File: src/rtl/branch_resolve_unit.sv
// Branch resolution with a one-cycle registered result and an optional circular return-address stack.
// The RAS is built only when the macro BRANCH_RAS_EN is defined; otherwise CALL/RET redirect to target_i.
module branch_resolve_unit #(
    parameter int XLEN      = 19,
    parameter int RAS_DEPTH = 4
) (
    input  logic            clk,
    input  logic            reset_n,
    input  logic            valid_i,
    input  logic [XLEN-1:0] opr_a_i,
    input  logic [XLEN-1:0] opr_b_i,
    input  logic [XLEN-1:0] pc_i,
    input  logic [XLEN-1:0] target_i,
    input  logic            is_b_type_ctl_i,
    input  logic [2:0]      instr_func3_ctl_i,
    input  logic            flush_i,
    output logic            valid_o,
    output logic            branch_taken_o,
    output logic [XLEN-1:0] target_o,
    output logic            ras_overflow_o,
    output logic            ras_underflow_o
);

    localparam logic [2:0] OP_BEQ  = 3'd0;
    localparam logic [2:0] OP_BNE  = 3'd1;
    localparam logic [2:0] OP_CALL = 3'd2;
    localparam logic [2:0] OP_RET  = 3'd3;
    localparam logic [2:0] OP_BLT  = 3'd4;
    localparam logic [2:0] OP_BGE  = 3'd5;
    localparam logic [2:0] OP_BLTU = 3'd6;
    localparam logic [2:0] OP_BGEU = 3'd7;

    logic            accept;
    logic            cond_taken;
    logic            is_call;
    logic            is_ret;
    logic [XLEN-1:0] next_target;

    assign accept  = valid_i & ~flush_i;
    assign is_call = accept & is_b_type_ctl_i & (instr_func3_ctl_i == OP_CALL);
    assign is_ret  = accept & is_b_type_ctl_i & (instr_func3_ctl_i == OP_RET);

    always_comb begin
        cond_taken = 1'b0;
        case (instr_func3_ctl_i)
            OP_BEQ:  cond_taken = (opr_a_i == opr_b_i);
            OP_BNE:  cond_taken = (opr_a_i != opr_b_i);
            OP_BLT:  cond_taken = ($signed(opr_a_i) <  $signed(opr_b_i));
            OP_BGE:  cond_taken = ($signed(opr_a_i) >= $signed(opr_b_i));
            OP_BLTU: cond_taken = (opr_a_i <  opr_b_i);
            OP_BGEU: cond_taken = (opr_a_i >= opr_b_i);
            default: cond_taken = 1'b1;
        endcase
    end

`ifdef BRANCH_RAS_EN
    localparam int PTR_W = (RAS_DEPTH > 1) ? $clog2(RAS_DEPTH) : 1;
    localparam int CNT_W = $clog2(RAS_DEPTH + 1);

    logic [XLEN-1:0]  ras_mem [RAS_DEPTH];
    // ras_ptr is the next free slot; the top entry sits one below it, wrapping naturally.
    logic [PTR_W-1:0] ras_ptr;
    logic [CNT_W-1:0] ras_cnt;
    logic [PTR_W-1:0] top_idx;
    logic             ras_full;
    logic             ras_empty;
    logic             next_overflow;
    logic             next_underflow;

    assign top_idx   = ras_ptr - PTR_W'(1);
    assign ras_full  = (ras_cnt == CNT_W'(RAS_DEPTH));
    assign ras_empty = (ras_cnt == '0);

    always_ff @(posedge clk or negedge reset_n) begin
        if (!reset_n) begin
            ras_ptr <= '0;
            ras_cnt <= '0;
        end else if (is_call) begin
            ras_ptr <= ras_ptr + PTR_W'(1);
            if (!ras_full) begin
                ras_cnt <= ras_cnt + CNT_W'(1);
            end
        end else if (is_ret && !ras_empty) begin
            ras_ptr <= top_idx;
            ras_cnt <= ras_cnt - CNT_W'(1);
        end
    end

    // When full, the next free slot is also the oldest entry, so a push overwrites it.
    always_ff @(posedge clk) begin
        if (is_call) begin
            ras_mem[ras_ptr] <= pc_i + XLEN'(1);
        end
    end

    always_comb begin
        next_target    = target_i;
        next_overflow  = is_call & ras_full;
        next_underflow = is_ret & ras_empty;
        if (is_ret && !ras_empty) begin
            next_target = ras_mem[top_idx];
        end
    end

    always_ff @(posedge clk or negedge reset_n) begin
        if (!reset_n) begin
            ras_overflow_o  <= 1'b0;
            ras_underflow_o <= 1'b0;
        end else begin
            ras_overflow_o  <= next_overflow;
            ras_underflow_o <= next_underflow;
        end
    end
`else
    logic unused_pc;

    assign unused_pc       = ^pc_i;
    assign next_target     = target_i;
    assign ras_overflow_o  = 1'b0;
    assign ras_underflow_o = 1'b0;
`endif

    always_ff @(posedge clk or negedge reset_n) begin
        if (!reset_n) begin
            valid_o        <= 1'b0;
            branch_taken_o <= 1'b0;
            target_o       <= '0;
        end else begin
            valid_o        <= accept;
            branch_taken_o <= accept & is_b_type_ctl_i & cond_taken;
            target_o       <= next_target;
        end
    end

endmodule

File: config.mk
export PLATFORM = sky130hd
export DESIGN_NAME = branch_resolve_unit
export DESIGN_NICKNAME = d
export VERILOG_FILES = /design/src/rtl/branch_resolve_unit.sv
export SDC_FILE = /design/constraint.sdc
export NUM_CORES = 1
export LEC_CHECK = 0
export CAP_MARGIN = 5
export CORE_MARGIN = 8
export CORE_UTILIZATION = 30
export CTS_BUF_LIST = sky130_fd_sc_hd__clkbuf_8
export DETAILED_ROUTE_END_ITERATION = 16
export PLACE_DENSITY = 0.82
export SLEW_MARGIN = 25
export SYNTH_ARGS = -nofsm -noshare
export SYNTH_HDL_FRONTEND = slang
export SYNTH_SLANG_ARGS = --single-unit
export TNS_END_PERCENT = 100
File: constraint.sdc
create_clock -name clk -period 0.8 [get_ports clk]
set_clock_uncertainty 0.15 [all_clocks]
set_input_delay 0.08 -clock clk [delete_from_list [all_inputs] [get_ports clk]]
set_output_delay 0.08 -clock clk [all_outputs]
set_load 0.005 [all_outputs]
After elaboration in Yosys (flattened, before gate mapping)
Cells that the tools add are included.

storage, ports and cells
  flip-flop bits (word level) = 21
  bits of input ports = 84
  logic and storage cells = 20

operators by class
  $lt $le $gt $ge = 4
  equality and inequality tests = 7
  muxes and demuxes = 1
  bitwise operators = 4
  reduce and logical (&&, ||, !) cells = 1

operator list
  cell                count
  $ge 19x19->1        2
  $lt 19x19->1        2
  $eq 19x19->1        1
  $ne 19x19->1        1
  $eq 3x3->1 const B  4
  $pmux 1 s6          1
  $and 1x1->1         3
  $eq 3x1->1 const B  1
  $logic_not 3->1     1
  $not 1->1           1

Logic depth before layout (Yosys ltp)
Gate-level depths: netlist of the first run.

  depth in word-level cells = 4
  depth in mapped cells = 9

Least setup slack after synthesis of the first run
OpenSTA, ideal clock, no wires.

  path kind = input-to-reg
  from = input port opr_b_i[6]
  to = register branch_taken_o
  setup time = 0.135 ns
  data arrival time = 1.836 ns
  data required time = 0.515 ns
  path slack = -1.321 ns
  cell stages on the path = 9
  path buffers = 0
  cell sequence = inv_1 > ha_1 > a21oi_2 > o21ai_1 > a2111o_1 > a2111oi_2 > xor2_1 > mux2i_1 > a21oi_1

on the way
  cells in the longest elaborated chain, start to end = 3
  elaborated cells on any way between the ends = 8
  those cells by class = order compare: 4; eq/ne: 2; mux: 1; bitwise: 1

ends and longest elaborated chain
  item                                  RTL line  RTL
  start: declaration                    11        input logic [XLEN-1:0] opr_b_i,
  $ge 19x19->1 (tied with other cells)  51        OP_BGEU: cond_taken = (opr_a_i >= opr_b_i);
  $pmux 1 s6 *                          45        case (instr_func3_ctl_i)
  $and 1x1->1 *                         130       branch_taken_o <= accept & is_b_type_ctl_i & cond_taken;
  end signal: assignment                130
  end: declaration                      18        output logic branch_taken_o,

Every way passes the cells marked *; elsewhere a longest branch is shown, timed or not.

Final worst setup path of the first run
Same ends and word-level chain as after synthesis.

==> flow_metrics.env, run 1 <==
export IMPL_seqPwrFrac_pct=43.0
export IMPL_grt_max_degree=22
export IMPL_hold_viol=0
export IMPL_clkSlewWorstSetupHoldPaths_ns=0.07
export IMPL_path_buf_inv=2
export IMPL_syn_to_final_growth_pct=105
export IMPL_synthFlopType="dfrtp_1"
export IMPL_yosys_area_top_type="dfrtp_1"
export IMPL_async_flop_share_pct=100
export IMPL_final_cells=239
export IMPL_grt_overflow_total=0
export IMPL_vias_per_cell=4.47
export IMPL_drt_iter0_markers=45
export IMPL_rsz0062_at_grt="true"
export IMPL_post_route_min_period_ns=1.94
export IMPL_rows=22
export IMPL_cts_tree="built"
export IMPL_cts_max_level=1
export IMPL_status="finished with violations"
export IMPL_crit_path_end_kind="register"
export IMPL_first_pass_iters=4
export IMPL_seqCellArea_um2=526
export IMPL_antenna_found_initial=0
export IMPL_synth_edff_count=0
export IMPL_finalPower_mw=2.62
export IMPL_timing_worst_setup_path_type="input pin to register"
export IMPL_cp_slowest_stage_delay_ns=0.45
export IMPL_setup_ws_ns=-1.14
export IMPL_cts_inserted_buffers=3
export IMPL_power_leakage_nw=1.09
export IMPL_maxCapViolCount=0
export IMPL_core_area_um2=3580
export IMPL_multi_input_area_um2=753
export IMPL_cellPowerDensity_nw_per_um2=1180
export IMPL_final_area_um2=2220
export IMPL_synth_most_common_cell="dfrtp_1"
export IMPL_arrival_ns=1.92
export IMPL_p_sw_mw=0.652
export IMPL_portBuffers=85
export IMPL_drcViolationCount=0
export IMPL_fin_util_pct=62.1
export IMPL_synth_area_leaders="dfrtp_1 (48%), ha_1 (22%), inv_1 (6.9%)"
export IMPL_violations="negative setup slack"
export IMPL_p_int_mw=1.97
export IMPL_final_nets=295
export IMPL_post_place_cells=234
export IMPL_drive_above_1_share_pct=50.3
export IMPL_die_h_um=76.2
export IMPL_synth_cell_types=25
export IMPL_drtAntennaViolNets=0
export IMPL_cts_root_buf="clkbuf_8"
export IMPL_avgSynthCellArea_um2=11.1
export IMPL_routedWlPerCell_um=16.6
export IMPL_via_count=1069
export IMPL_pin_count=107
export IMPL_die_area_um2=5800
export IMPL_grt_pass1_wl_um=6220
export IMPL_crit_path_start_kind="input pin"
export IMPL_placed_area_um2=2150
export IMPL_peakVddDrop_mv=0.552
export IMPL_yosys_warnings=0
export IMPL_tns_ns=-4.64
export IMPL_synth_seq_cells=21
export IMPL_crit_chain="buf_6 > inv_4 > ha_4 > a21oi_2 > o21ai_1 > a2111o_1 > a2111oi_4 > xor2_1 > mux2i_1 > a21oi_1"
export IMPL_synthCells=98
export IMPL_start_util_pct=30.3
export IMPL_fillers=299
export IMPL_combPwrFrac_pct=32.2
export IMPL_slowest_stage="a2111o_1"
export IMPL_setup_viol=22
export IMPL_grt_usage_pct=13.3
export IMPL_cts_buffer_depth=2
export IMPL_ctsHoldBuffers=0
export IMPL_dp_hpwl_um=3290
export IMPL_p_sw_share_pct=24.9
export IMPL_synth_top_cell_area_share_pct=48.4
export IMPL_crit_fanout=3
export IMPL_seq_area_frac_synth_pct=48.4
export IMPL_hold_class="input pin to asynchronous set/reset pin"
export IMPL_die_w_um=76.2
export IMPL_netlist_area_um2=1090
export IMPL_n_antenna_cell=0
export IMPL_pwr_share_clk_pct=24.8
export IMPL_critPathRequiredTime_ns=0.78
export IMPL_period_share_pct=243
export IMPL_place_congestion=0.827
export IMPL_cts_sinks=21
export IMPL_grt_pass1_vias=1290
export IMPL_clock_fmax_mhz=515
export IMPL_drv_slew=0
export IMPL_synth_top_cells_by_count="dfrtp_1 (21), inv_1 (20), ha_1 (19), a21oi_1 (6), nand4_1 (4)"
export IMPL_path_delay_family="compound AO/OA/AOI/OAI gates"
export IMPL_routed_wl_um=3960
==> timing repair <==
item	in CTS	in global routing
gates resized for setup	173	36
setup endpoints to repair	22	22
pin swaps	24	17
setup buffers	1	0
==> through the flow <==
step                setup WS [ns]  hold WS [ns]
floorplan                   -1.15        -0.366
global placement            -1.76         0.289
detailed placement          -1.85         0.291
CTS                         -1.22        0.0185
global route                -1.27        0.0238
finish                      -1.14        0.0193
==> power groups by stage <==
stage                     Clock (mW)  Combinational, mW  Sequential, mW
after floorplan                    0              0.262            1.16
after global placement             0              0.783            1.15
after detailed placement           0              0.820            1.15
after CTS                      0.673              0.768            1.13
after global routing           0.721              0.934            1.13
final                          0.650              0.842            1.13
==> flip-flops by register name, indices dropped and copies added, names as in the netlist <==
register,flops
target_o,19
valid_o,1
branch_taken_o,1
==> worst paths after layout <==
check                      slack (ns)         from        endpoint  depth (start not counted)
worst max-delay path            -1.14   opr_b_i[6]  branch_taken_o                         10
max in group asynchronous        0.35      reset_n    target_o[13]                          2
min in group clk                 0.11  target_i[3]     target_o[3]                          1
worst min-delay path             0.02      reset_n     target_o[3]                          2
==> cells by family (layout without fill, tap and decap cells) <==
kind of cell / Yosys count / after routing / synth area share, %
simple gates: 16 / 16 / 7.60
buf+inv: 22 / 114 / 8.29
compound gates: 16 / 16 / 10.9
flops: 21 / 21 / 48.4
mux: 1 / 1 / 0.922
fa+ha+maj: 19 / 19 / 21.9
other cells: 1 / 2 / 0.345
xor+xnor: 2 / 2 / 1.61
==> layer usage <==
metal / up-vias / GRT usage, % / wire, µm
met4: 0 / 6.35 / 56
met5: - / 0 / 0
met3: 4 / 5.31 / 361
li1: 511 / - / -
met2: 63 / 23.0 / 1900
met1: 491 / 13.8 / 1640
==> placed cells by master, fill, tap and decap left out, types with 4 or more instances in the layout <==
| cell type | netlist | routed |
|---|---|---|
| ha_4 | 0 | 17 |
| inv_1 | 20 | 5 |
| buf_2 | 0 | 36 |
| a21oi_2 | 1 | 4 |
| inv_2 | 0 | 12 |
| dfrtp_1 | 21 | 21 |
| nand4_1 | 4 | 4 |
| dlymetal6s2s_1 | 0 | 12 |
| clkdlybuf4s50_1 | 0 | 30 |
| buf_4 | 2 | 4 |
| buf_6 | 0 | 5 |
==> area by class of cell <==
cell class	count	share of cell area, %
repair buffers	90	34.0
inverters	20	3.71
clock inverters	1	0.225
well taps	48	2.70
multi-input cells	56	33.9
clock buffers	3	1.86
flip-flops and latches	21	23.6
(Power assumes the default switching activity.)
==> run 2, diff against run 1 <==
--- a/config.mk
+++ b/config.mk
@@ -7,10 +7,9 @@
 export LEC_CHECK = 0
 export CAP_MARGIN = 5
 export CORE_MARGIN = 8
-export CORE_UTILIZATION = 30
-export CTS_BUF_LIST = sky130_fd_sc_hd__clkbuf_8
+export CORE_UTILIZATION = 29
 export DETAILED_ROUTE_END_ITERATION = 16
-export PLACE_DENSITY = 0.82
+export PLACE_DENSITY = 0.79
 export SLEW_MARGIN = 25
 export SYNTH_ARGS = -nofsm -noshare
 export SYNTH_HDL_FRONTEND = slang
==> flow_metrics.env, run 2 (synthesis gave the netlist of run 1 again) <==
export IMPL_regMostFlops="target_o"
export IMPL_clock_fmax_mhz=509
export IMPL_grt_pass1_wl_um=5880
export IMPL_hold_class="input pin to asynchronous set/reset pin"
export IMPL_dp_hpwl_um=3050
export IMPL_routedWlPerCell_um=14.6
export IMPL_critPathRequiredTime_ns=0.78
export IMPL_status="finished with violations"
export IMPL_cellPowerDensity_nw_per_um2=1180
export IMPL_drive_above_1_share_pct=46.7
export IMPL_drt_iter0_markers=33
export IMPL_n_antenna_cell=0
export IMPL_largest_reg_flops=19
export IMPL_layout_commonest_cell="clkdlybuf4s50_1"
export IMPL_syn_to_final_growth_pct=103
export IMPL_setup_viol=22
export IMPL_drv_slew=0
export IMPL_crit_start="opr_a_i[18]"
export IMPL_power_leakage_nw=1.04
export IMPL_start_util_pct=29.9
export IMPL_maxCapViolCount=0
export IMPL_violations="negative setup slack"
export IMPL_cts_max_level=1
export IMPL_arrival_ns=1.94
export IMPL_die_w_um=77.2
export IMPL_tns_ns=-4.54
export IMPL_layout_common_cells="clkdlybuf4s50_1 (38), buf_2 (30), dfrtp_1 (21)"
export IMPL_place_congestion=0.715
export IMPL_crit_path_end_kind="register"
export IMPL_cts_tree="built"
export IMPL_hold_slack_ns=0.0239
export IMPL_timing_worst_setup_path_type="input pin to register"
export IMPL_cts_inserted_buffers=3
export IMPL_die_h_um=77.2
export IMPL_fillers=323
export IMPL_cts_sinks=21
export IMPL_final_nets=299
export IMPL_peakVddDrop_mv=0.540
export IMPL_cts_buffer_depth=2
export IMPL_crit_fanout=2
export IMPL_setup_ws_ns=-1.16
export IMPL_clkSlewWorstSetupHoldPaths_ns=0.07
export IMPL_grt_usage_pct=12.3
export IMPL_pin_count=107
export IMPL_first_pass_iters=3
export IMPL_core_area_um2=3630
export IMPL_routed_wl_um=3540
export IMPL_grt_max_degree=22
export IMPL_grt_overflow_total=0
export IMPL_drcViolationCount=0
export IMPL_post_route_min_period_ns=1.96
export IMPL_via_count=1055
export IMPL_die_area_um2=5960
export IMPL_antenna_found_initial=0
export IMPL_cts_root_buf="clkbuf_8"
export IMPL_fin_util_pct=60.6
export IMPL_period_share_pct=245
export IMPL_portBuffers=85
export IMPL_rows=22
export IMPL_finalPower_mw=2.59
export IMPL_hold_viol=0
export IMPL_reg_largest_list="target_o (19), branch_taken_o (1), valid_o (1)"
export IMPL_rsz0062_at_grt="true"
export IMPL_grt_pass1_vias=1225
export IMPL_ctsHoldBuffers=0
export IMPL_vias_per_cell=4.34
export IMPL_drtAntennaViolNets=0
export IMPL_crit_path_start_kind="input pin"
==> run 2: worst max-delay path: stages <==
cell and delay, ns:
clkdlybuf4s50_1 0.53, ha_4 0.22, buf_4 0.13, nor2b_2 0.16, a2111oi_4 0.32, xor2_1 0.21, mux2i_1 0.22, a21oi_1 0.08
==> run 2: where the power goes <==
group,internal [mW],switching [mW],total [mW]
registers,1.11,0.0120,1.13
logic,0.515,0.308,0.823
clock network,0.345,0.292,0.638
total,1.97,0.612,2.59
==> run 2: timing repair <==
item,4_1_cts,5_1_grt
pin swaps,25,6
endpoints found under the setup margin,22,22
resized for setup,178,10
buffers inserted,3,1
==> run 2: routing by layer <==
layer	routed length, µm	up-vias	global-route usage [%]
met4	59	0	5.28
li1	-	521	-
met1	1370	468	12.6
met3	400	4	5.24
met5	0	-	0
met2	1710	62	21.1
==> run 2: worst paths after layout <==
check | to | slack (ns) | cells after the start
max in group asynchronous | target_o[12] | 0.35 | 2
min in group clk | target_o[16] | 0.11 | 1
max | branch_taken_o | -1.16 | 8
min | target_o[16] | 0.02 | 2
==> run 2: through the flow <==
stage	area (µm²)	worst slack, ns	cells
finish	2200	-1.16	243
global route	2200	-1.30	243
CTS	2170	-1.17	242
detailed placement	2150	-1.83	235
global placement	2150	-1.78	235
floorplan	1210	-1.15	99
==> run 2: final cells by class <==
cell class                      count  area (µm²)  area share [%]
Timing Repair Buffer               94         785            35.6
Clock inverter                      1        5.00           0.227
Multi-Input combinational cell     56         704            32.0
Inverter                           20        80.1            3.64
Tap cell                           48        60.1            2.73
Sequential cell                    21         526            23.9
Clock buffer                        3        41.3            1.88
